<file path="src/rtl/cpu_pkg.sv">
// Shared CPU definitions used by the instruction-fetch front end:
// datapath widths, the EBREAK encoding and the queue entry layout.
package cpu_pkg;

    localparam int INSTR_W = 32;
    localparam int XLEN    = 32;

    localparam logic [INSTR_W-1:0] EBREAK = 32'h0010_0073;

    // One prefetched instruction together with the PC it was fetched from.
    typedef struct packed {
        logic [XLEN-1:0]    pc;
        logic [INSTR_W-1:0] instr;
    } fetch_entry_t;

    // Fetch addresses are always word aligned; the low two bits are dropped.
    function automatic logic [XLEN-1:0] alignWord(input logic [XLEN-1:0] addr);
        return {addr[XLEN-1:2], 2'b00};
    endfunction

endpackage

</file>
<file path="src/rtl/ifetch_queue.sv">
// Circular prefetch queue of {pc, instr} entries with a single-cycle flush.
// The head reads as all zeros while the queue is empty. The writer must never
// push into a full queue; the fetch front end guarantees that by construction.
module ifetch_queue
    import cpu_pkg::*;
#(
    parameter int DEPTH = 4
) (
    input  logic                   clk,
    input  logic                   reset,
    input  logic                   flush_i,
    input  logic                   push_i,
    input  fetch_entry_t           pushData_i,
    input  logic                   pop_i,
    output fetch_entry_t           head_o,
    output logic [$clog2(DEPTH):0] count_o
);

    localparam int PTR_W = $clog2(DEPTH);
    localparam int CNT_W = PTR_W + 1;

    fetch_entry_t     mem_q [DEPTH];
    logic [PTR_W-1:0] rdPtr_q;
    logic [PTR_W-1:0] wrPtr_q;
    logic [CNT_W-1:0] count_q;
    logic             doPush;
    logic             doPop;

    assign doPop  = pop_i && (count_q != '0);
    assign doPush = push_i && !flush_i;

    // Entry storage: written at the tail, no reset needed since count guards reads.
    always_ff @(posedge clk) begin
        if (doPush) begin
            mem_q[wrPtr_q] <= pushData_i;
        end
    end

    // Pointers and occupancy; power-of-two depth lets the pointers wrap naturally.
    always_ff @(posedge clk) begin
        if (reset || flush_i) begin
            rdPtr_q <= '0;
            wrPtr_q <= '0;
            count_q <= '0;
        end else begin
            if (doPush) begin
                wrPtr_q <= wrPtr_q + 1'b1;
            end
            if (doPop) begin
                rdPtr_q <= rdPtr_q + 1'b1;
            end
            if (doPush && !doPop) begin
                count_q <= count_q + 1'b1;
            end else if (doPop && !doPush) begin
                count_q <= count_q - 1'b1;
            end
        end
    end

    assign head_o  = (count_q != '0) ? mem_q[rdPtr_q] : '0;
    assign count_o = count_q;

endmodule

</file>
<file path="src/rtl/ifetch_prefetch.sv">
// Instruction-fetch front end: issues sequential word fetches, tags in-order
// responses with their PC, buffers them in ifetch_queue and discards all
// queued and in-flight work on a redirect.
// Optional feature macro: IFETCH_PERF_EN adds four wrapping performance
// counters (accepted requests, redirects, discarded responses, starved cycles).
module ifetch_prefetch
    import cpu_pkg::*;
#(
    parameter logic [31:0] RESET_PC = 32'h0000_0000,
    parameter int          DEPTH    = 4,
    parameter int          MAX_OUT  = 2
) (
    input  logic        clk,
    input  logic        reset,
    output logic        req_valid,
    input  logic        req_ready,
    output logic [31:0] req_addr,
    input  logic        rsp_valid,
    input  logic [31:0] rsp_data,
    input  logic        redirect_valid,
    input  logic [31:0] redirect_pc,
    output logic        instr_valid,
    input  logic        instr_ready,
    output logic [31:0] instr,
    output logic [31:0] pc_out
`ifdef IFETCH_PERF_EN
    ,
    output logic [31:0] perf_fetch_cnt,
    output logic [31:0] perf_flush_cnt,
    output logic [31:0] perf_drop_cnt,
    output logic [31:0] perf_stall_cnt
`endif
);

    localparam int CNT_W = $clog2(DEPTH) + 1;

    logic [XLEN-1:0]  fetchPc_q, fetchPc_d;
    logic [XLEN-1:0]  enqPc_q, enqPc_d;
    logic [CNT_W-1:0] outstanding_q, outstanding_d;
    logic [CNT_W-1:0] dropCnt_q, dropCnt_d;
    logic [CNT_W-1:0] queueCount;
    logic [CNT_W-1:0] rspInc;
    logic             reqFire;
    logic             rspDrop;
    logic             rspKeep;
    fetch_entry_t     rspEntry;
    fetch_entry_t     headEntry;

    // Counting queued plus in-flight words against DEPTH reserves a slot for
    // every outstanding request, so a response can never find the queue full.
    assign req_valid = !redirect_valid
                       && (int'(outstanding_q) < MAX_OUT)
                       && ((int'(queueCount) + int'(outstanding_q)) < DEPTH);
    assign req_addr  = fetchPc_q;
    assign reqFire   = req_valid && req_ready;

    assign rspInc   = {{(CNT_W-1){1'b0}}, rsp_valid};
    assign rspDrop  = rsp_valid && ((dropCnt_q != '0) || redirect_valid);
    assign rspKeep  = rsp_valid && !rspDrop;
    assign rspEntry = '{pc: enqPc_q, instr: rsp_data};

    ifetch_queue #(
        .DEPTH(DEPTH)
    ) u_queue (
        .clk       (clk),
        .reset     (reset),
        .flush_i   (redirect_valid),
        .push_i    (rspKeep),
        .pushData_i(rspEntry),
        .pop_i     (instr_ready),
        .head_o    (headEntry),
        .count_o   (queueCount)
    );

    assign instr_valid = (queueCount != '0);
    assign instr       = headEntry.instr;
    assign pc_out      = headEntry.pc;

    // Next-state for fetch/enqueue PCs and in-flight bookkeeping; redirect overrides all.
    always_comb begin
        fetchPc_d     = fetchPc_q;
        enqPc_d       = enqPc_q;
        outstanding_d = outstanding_q + {{(CNT_W-1){1'b0}}, reqFire} - rspInc;
        dropCnt_d     = dropCnt_q;
        if (reqFire) begin
            fetchPc_d = fetchPc_q + 32'd4;
        end
        if (rspKeep) begin
            enqPc_d = enqPc_q + 32'd4;
        end
        if (rsp_valid && (dropCnt_q != '0)) begin
            dropCnt_d = dropCnt_q - 1'b1;
        end
        if (redirect_valid) begin
            fetchPc_d = alignWord(redirect_pc);
            enqPc_d   = alignWord(redirect_pc);
            dropCnt_d = outstanding_q - rspInc;
        end
    end

    // State registers; reset abandons any in-flight requests without tracking them.
    always_ff @(posedge clk) begin
        if (reset) begin
            fetchPc_q     <= RESET_PC;
            enqPc_q       <= RESET_PC;
            outstanding_q <= '0;
            dropCnt_q     <= '0;
        end else begin
            fetchPc_q     <= fetchPc_d;
            enqPc_q       <= enqPc_d;
            outstanding_q <= outstanding_d;
            dropCnt_q     <= dropCnt_d;
        end
    end

`ifdef IFETCH_PERF_EN
    logic [31:0] perfFetch_q, perfFlush_q, perfDrop_q, perfStall_q;

    // Free-running event counters that simply wrap on overflow.
    always_ff @(posedge clk) begin
        if (reset) begin
            perfFetch_q <= '0;
            perfFlush_q <= '0;
            perfDrop_q  <= '0;
            perfStall_q <= '0;
        end else begin
            perfFetch_q <= perfFetch_q + {31'd0, reqFire};
            perfFlush_q <= perfFlush_q + {31'd0, redirect_valid};
            perfDrop_q  <= perfDrop_q + {31'd0, rspDrop};
            perfStall_q <= perfStall_q + {31'd0, (instr_ready && !instr_valid)};
        end
    end

    assign perf_fetch_cnt = perfFetch_q;
    assign perf_flush_cnt = perfFlush_q;
    assign perf_drop_cnt  = perfDrop_q;
    assign perf_stall_cnt = perfStall_q;
`endif

endmodule

</file>
<file path="config.mk">
export PLATFORM = sky130hd
export DESIGN_NAME = ifetch_prefetch
export DESIGN_NICKNAME = d
export VERILOG_FILES = /design/src/rtl/cpu_pkg.sv /design/src/rtl/ifetch_queue.sv /design/src/rtl/ifetch_prefetch.sv
export SDC_FILE = /design/constraint.sdc
export NUM_CORES = 1
export LEC_CHECK = 0
export BUFFER_PORTS_ARGS = -buffer_cell sky130_fd_sc_hd__buf_2
export CAP_MARGIN = 20
export CORE_ASPECT_RATIO = 0.75
export CORE_MARGIN = 1
export CORE_UTILIZATION = 62
export DETAILED_ROUTE_END_ITERATION = 16
export PLACE_DENSITY = 0.95
export SLEW_MARGIN = 5
export SYNTH_ARGS = -nofsm -noshare
export SYNTH_HDL_FRONTEND = slang
export SYNTH_SLANG_ARGS = --single-unit
</file>
<file path="constraint.sdc">
create_clock -name clk -period 8.99 [get_ports clk]
set_clock_uncertainty 0.2 [all_clocks]
set_input_delay 0.899 -clock clk [delete_from_list [all_inputs] [get_ports clk]]
set_output_delay 0.899 -clock clk [all_outputs]
set_load 0.02 [all_outputs]
</file>
==> flow_metrics.env <==
export IMPL_combPwrFrac_pct=12.3
export IMPL_synth_cell_area_mm2=0.0136
export IMPL_place_ws_ns=4.95
export IMPL_endpoint_kind="primary output"
export IMPL_criticalPathCategory="flop to primary output"
export IMPL_slew_headroom_pct=19.7
export IMPL_io_pins=168
export IMPL_multi_input_area_mm2=0.00439
export IMPL_die_w_um=173
export IMPL_num_rows=46
export IMPL_p_seq_share_pct=51.0
export IMPL_worst_ep_required_time_ns=7.89
export IMPL_fin_util_pct=73.3
export IMPL_p_leak_nw=5.55
export IMPL_clkPwrFrac_pct=36.7
export IMPL_routedWlPerCell_um=20.8
export IMPL_final_common_cell="edfxtp_1"
export IMPL_clockBufferDepth=3
export IMPL_status="complete, no violations"
export IMPL_cts_sinks=323
export IMPL_drive_gt1_share_pct=26.4
export IMPL_postSynthAreaPerCell_um2=14.7
export IMPL_wl_um=29100
export IMPL_setup_viol=0
export IMPL_gp_congestion=0.931
export IMPL_ant_nets=0
export IMPL_drc=0
export IMPL_internal_power_mw=2.56
export IMPL_cp_start_kind="flop"
export IMPL_ctsHtreeMaxLevel=1
export IMPL_fin_ws_ns=4.95
export IMPL_core_area_mm2=0.0214
export IMPL_max_vdd_ir_drop_mv=0.170
export IMPL_tritoncts="yes"
export IMPL_fp_dieArea_mm2=0.0226
export IMPL_regArea_mm2=0.00895
export IMPL_portBuffers=161
export IMPL_cts_resized=0
export IMPL_synth_area_leaders="edfxtp_1, dfxtp_1, mux4_2, and2_1, nand2_1"
export IMPL_cts_buffers=30
export IMPL_power_density_mw_per_mm2=216
export IMPL_clock_latency_ns=0.54
export IMPL_start_util_pct=63.8
export IMPL_report_final_slew_viol_count=0
export IMPL_grt_usage_pct=25.6
export IMPL_cts_hold_buf=0
export IMPL_diodes=0
export IMPL_critPathMaxFanout=32
export IMPL_root_buffer="clkbuf_16"
export IMPL_chipHeight_um=130
export IMPL_sw_frac_of_total_pct=24.3
export IMPL_fin_crit_ns=4.04
export IMPL_grt_pass1_wl_um=44500
export IMPL_yosys_warnings=0
export IMPL_max_cap_viol_count=0
export IMPL_hold_viol_final=0
export IMPL_yosysUniqueCellTypes=61
export IMPL_grt_pass1_vias=8341
export IMPL_viasPerCell=6.24
export IMPL_post_cts_repair_setup_buffers=0
export IMPL_synth_area_leader_cell="edfxtp_1"
export IMPL_fmax_ghz=0.247
export IMPL_holdWs_ns=0.309
export IMPL_dr_pass1_iters=6
export IMPL_synthCells=928
export IMPL_fillers=1305
export IMPL_synth_seq_cells=323
export IMPL_async_flop_share_pct=0
export IMPL_hpwlAfterDp_um=18000
export IMPL_grt_max_degree=66
export IMPL_cp_arrival_ns=2.95
export IMPL_setup_tns_ns=0
export IMPL_mostFrequentLayoutCells="edfxtp_1, buf_2, dfxtp_1"
export IMPL_rsz0062_at_grt="false"
export IMPL_nNetsFinal=1172
export IMPL_synth_edf_count=248
export IMPL_antenna_found_initial=0
export IMPL_overflow=0
export IMPL_fin_crit_sh_pct=45.0
export IMPL_ys_seq_area_share_pct=65.7
export IMPL_p_sw_mw=0.821
export IMPL_area_growth_syn_to_layout_pct=15.0
export IMPL_yosysTopAreaCellShare_pct=54.7
export IMPL_via_count=8712
export IMPL_dr_first_iter_drc_count=795
export IMPL_ys_flop_type="edfxtp_1"
export IMPL_worst_slew_pin_slew_ns=1.19
export IMPL_cts_clk_slew_worst_paths_ns=0.06
export IMPL_min_path_type="flop to flop"
==> synth_stat cells (17+ instances only) <==
cell      number
a211oi_1      18
inv_1         17
edfxtp_1     248
nand3_1       28
a21oi_1       21
nand2_1       55
dfxtp_1       75
clkbuf_1      36
nor2_1        52
xor2_1        23
mux4_2        62
o21ai_0       26
nor4_1        18
a31oi_1       18
and2_1        65
==> sequential cells by signal (all words and copies together) (netlist names), named ones only <==
register / cells
outstanding_q: 3
u_queue.rdPtr_q: 2
u_queue.mem_q: 248
enqPc_q: 30
dropCnt_q: 3
u_queue.wrPtr_q: 2
u_queue.count_o: 3
req_addr: 30
==> cells by family after synthesis <==
kind of cell	share of synthesized area, %
other cells	0.0275
fa+ha+maj	1.76
xor+xnor	2.38
compound gates	5.37
flops	65.7
simple gates	12.1
buf+inv	2.19
mux	10.4
==> power by group through the flow <==
stage / sequential, mW / combinational [mW] / clock [mW]
6_report: 1.72 / 0.416 / 1.24
5_1_grt: 1.73 / 0.452 / 1.32
4_1_cts: 1.72 / 0.414 / 1.26
3_5_place_dp: 1.75 / 0.410 / 0
3_3_place_gp: 1.75 / 0.396 / 0
2_1_floorplan: 1.75 / 0.275 / 0
==> metal layers <==
layer,share of wire [%],GRT usage (%)
met5,0,0
met4,1.9,6.30
met3,7.3,4.14
met2,50,43.8
met1,41,35.1
==> metrics by stage <==
| step | std cells | cell area (um2) | power (mW) |
|---|---|---|---|
| final | 1396 | 15700 | 3.38 |
| after CTS | 1395 | 15600 | 3.40 |
| after floorplan | 931 | 13600 | 2.02 |
| after global placement | 1339 | 14700 | 2.14 |
| after detailed placement | 1339 | 14700 | 2.16 |
| after global routing | 1396 | 15700 | 3.50 |
==> critical path: stages, from the launching register on <==
cell     delay, ns
dfxtp_4       0.74
buf_4         0.64
mux4_2        0.64
and2_1        0.18
buf_2         0.15
==> final cells by class <==
| cell class | count | share of cell area [%] |
|---|---|---|
| Tap cell | 288 | 2.30 |
| Clock buffer | 43 | 5.31 |
| Timing Repair Buffer | 174 | 5.85 |
| Multi-Input combinational cell | 536 | 28.0 |
| Sequential cell | 323 | 57.2 |
| Clock inverter | 13 | 0.911 |
| Inverter | 19 | 0.455 |
==> path summary, 6_finish.rpt <==
path                              startpoint                               to  slack, ns  cells after the start
max                                     flop                       pc_out[13]       4.95                      4
min          u_queue.wrPtr_q[1]$_SDFFE_PP0P_  u_queue.wrPtr_q[1]$_SDFFE_PP0P_       0.31                      2
max reg2reg      outstanding_q[2]$_SDFF_PP0_      outstanding_q[1]$_SDFF_PP0_       5.63                     10
min reg2reg  u_queue.wrPtr_q[1]$_SDFFE_PP0P_  u_queue.wrPtr_q[1]$_SDFFE_PP0P_       0.31                      2
No activity file was read; power rests on OpenSTA's default activity.
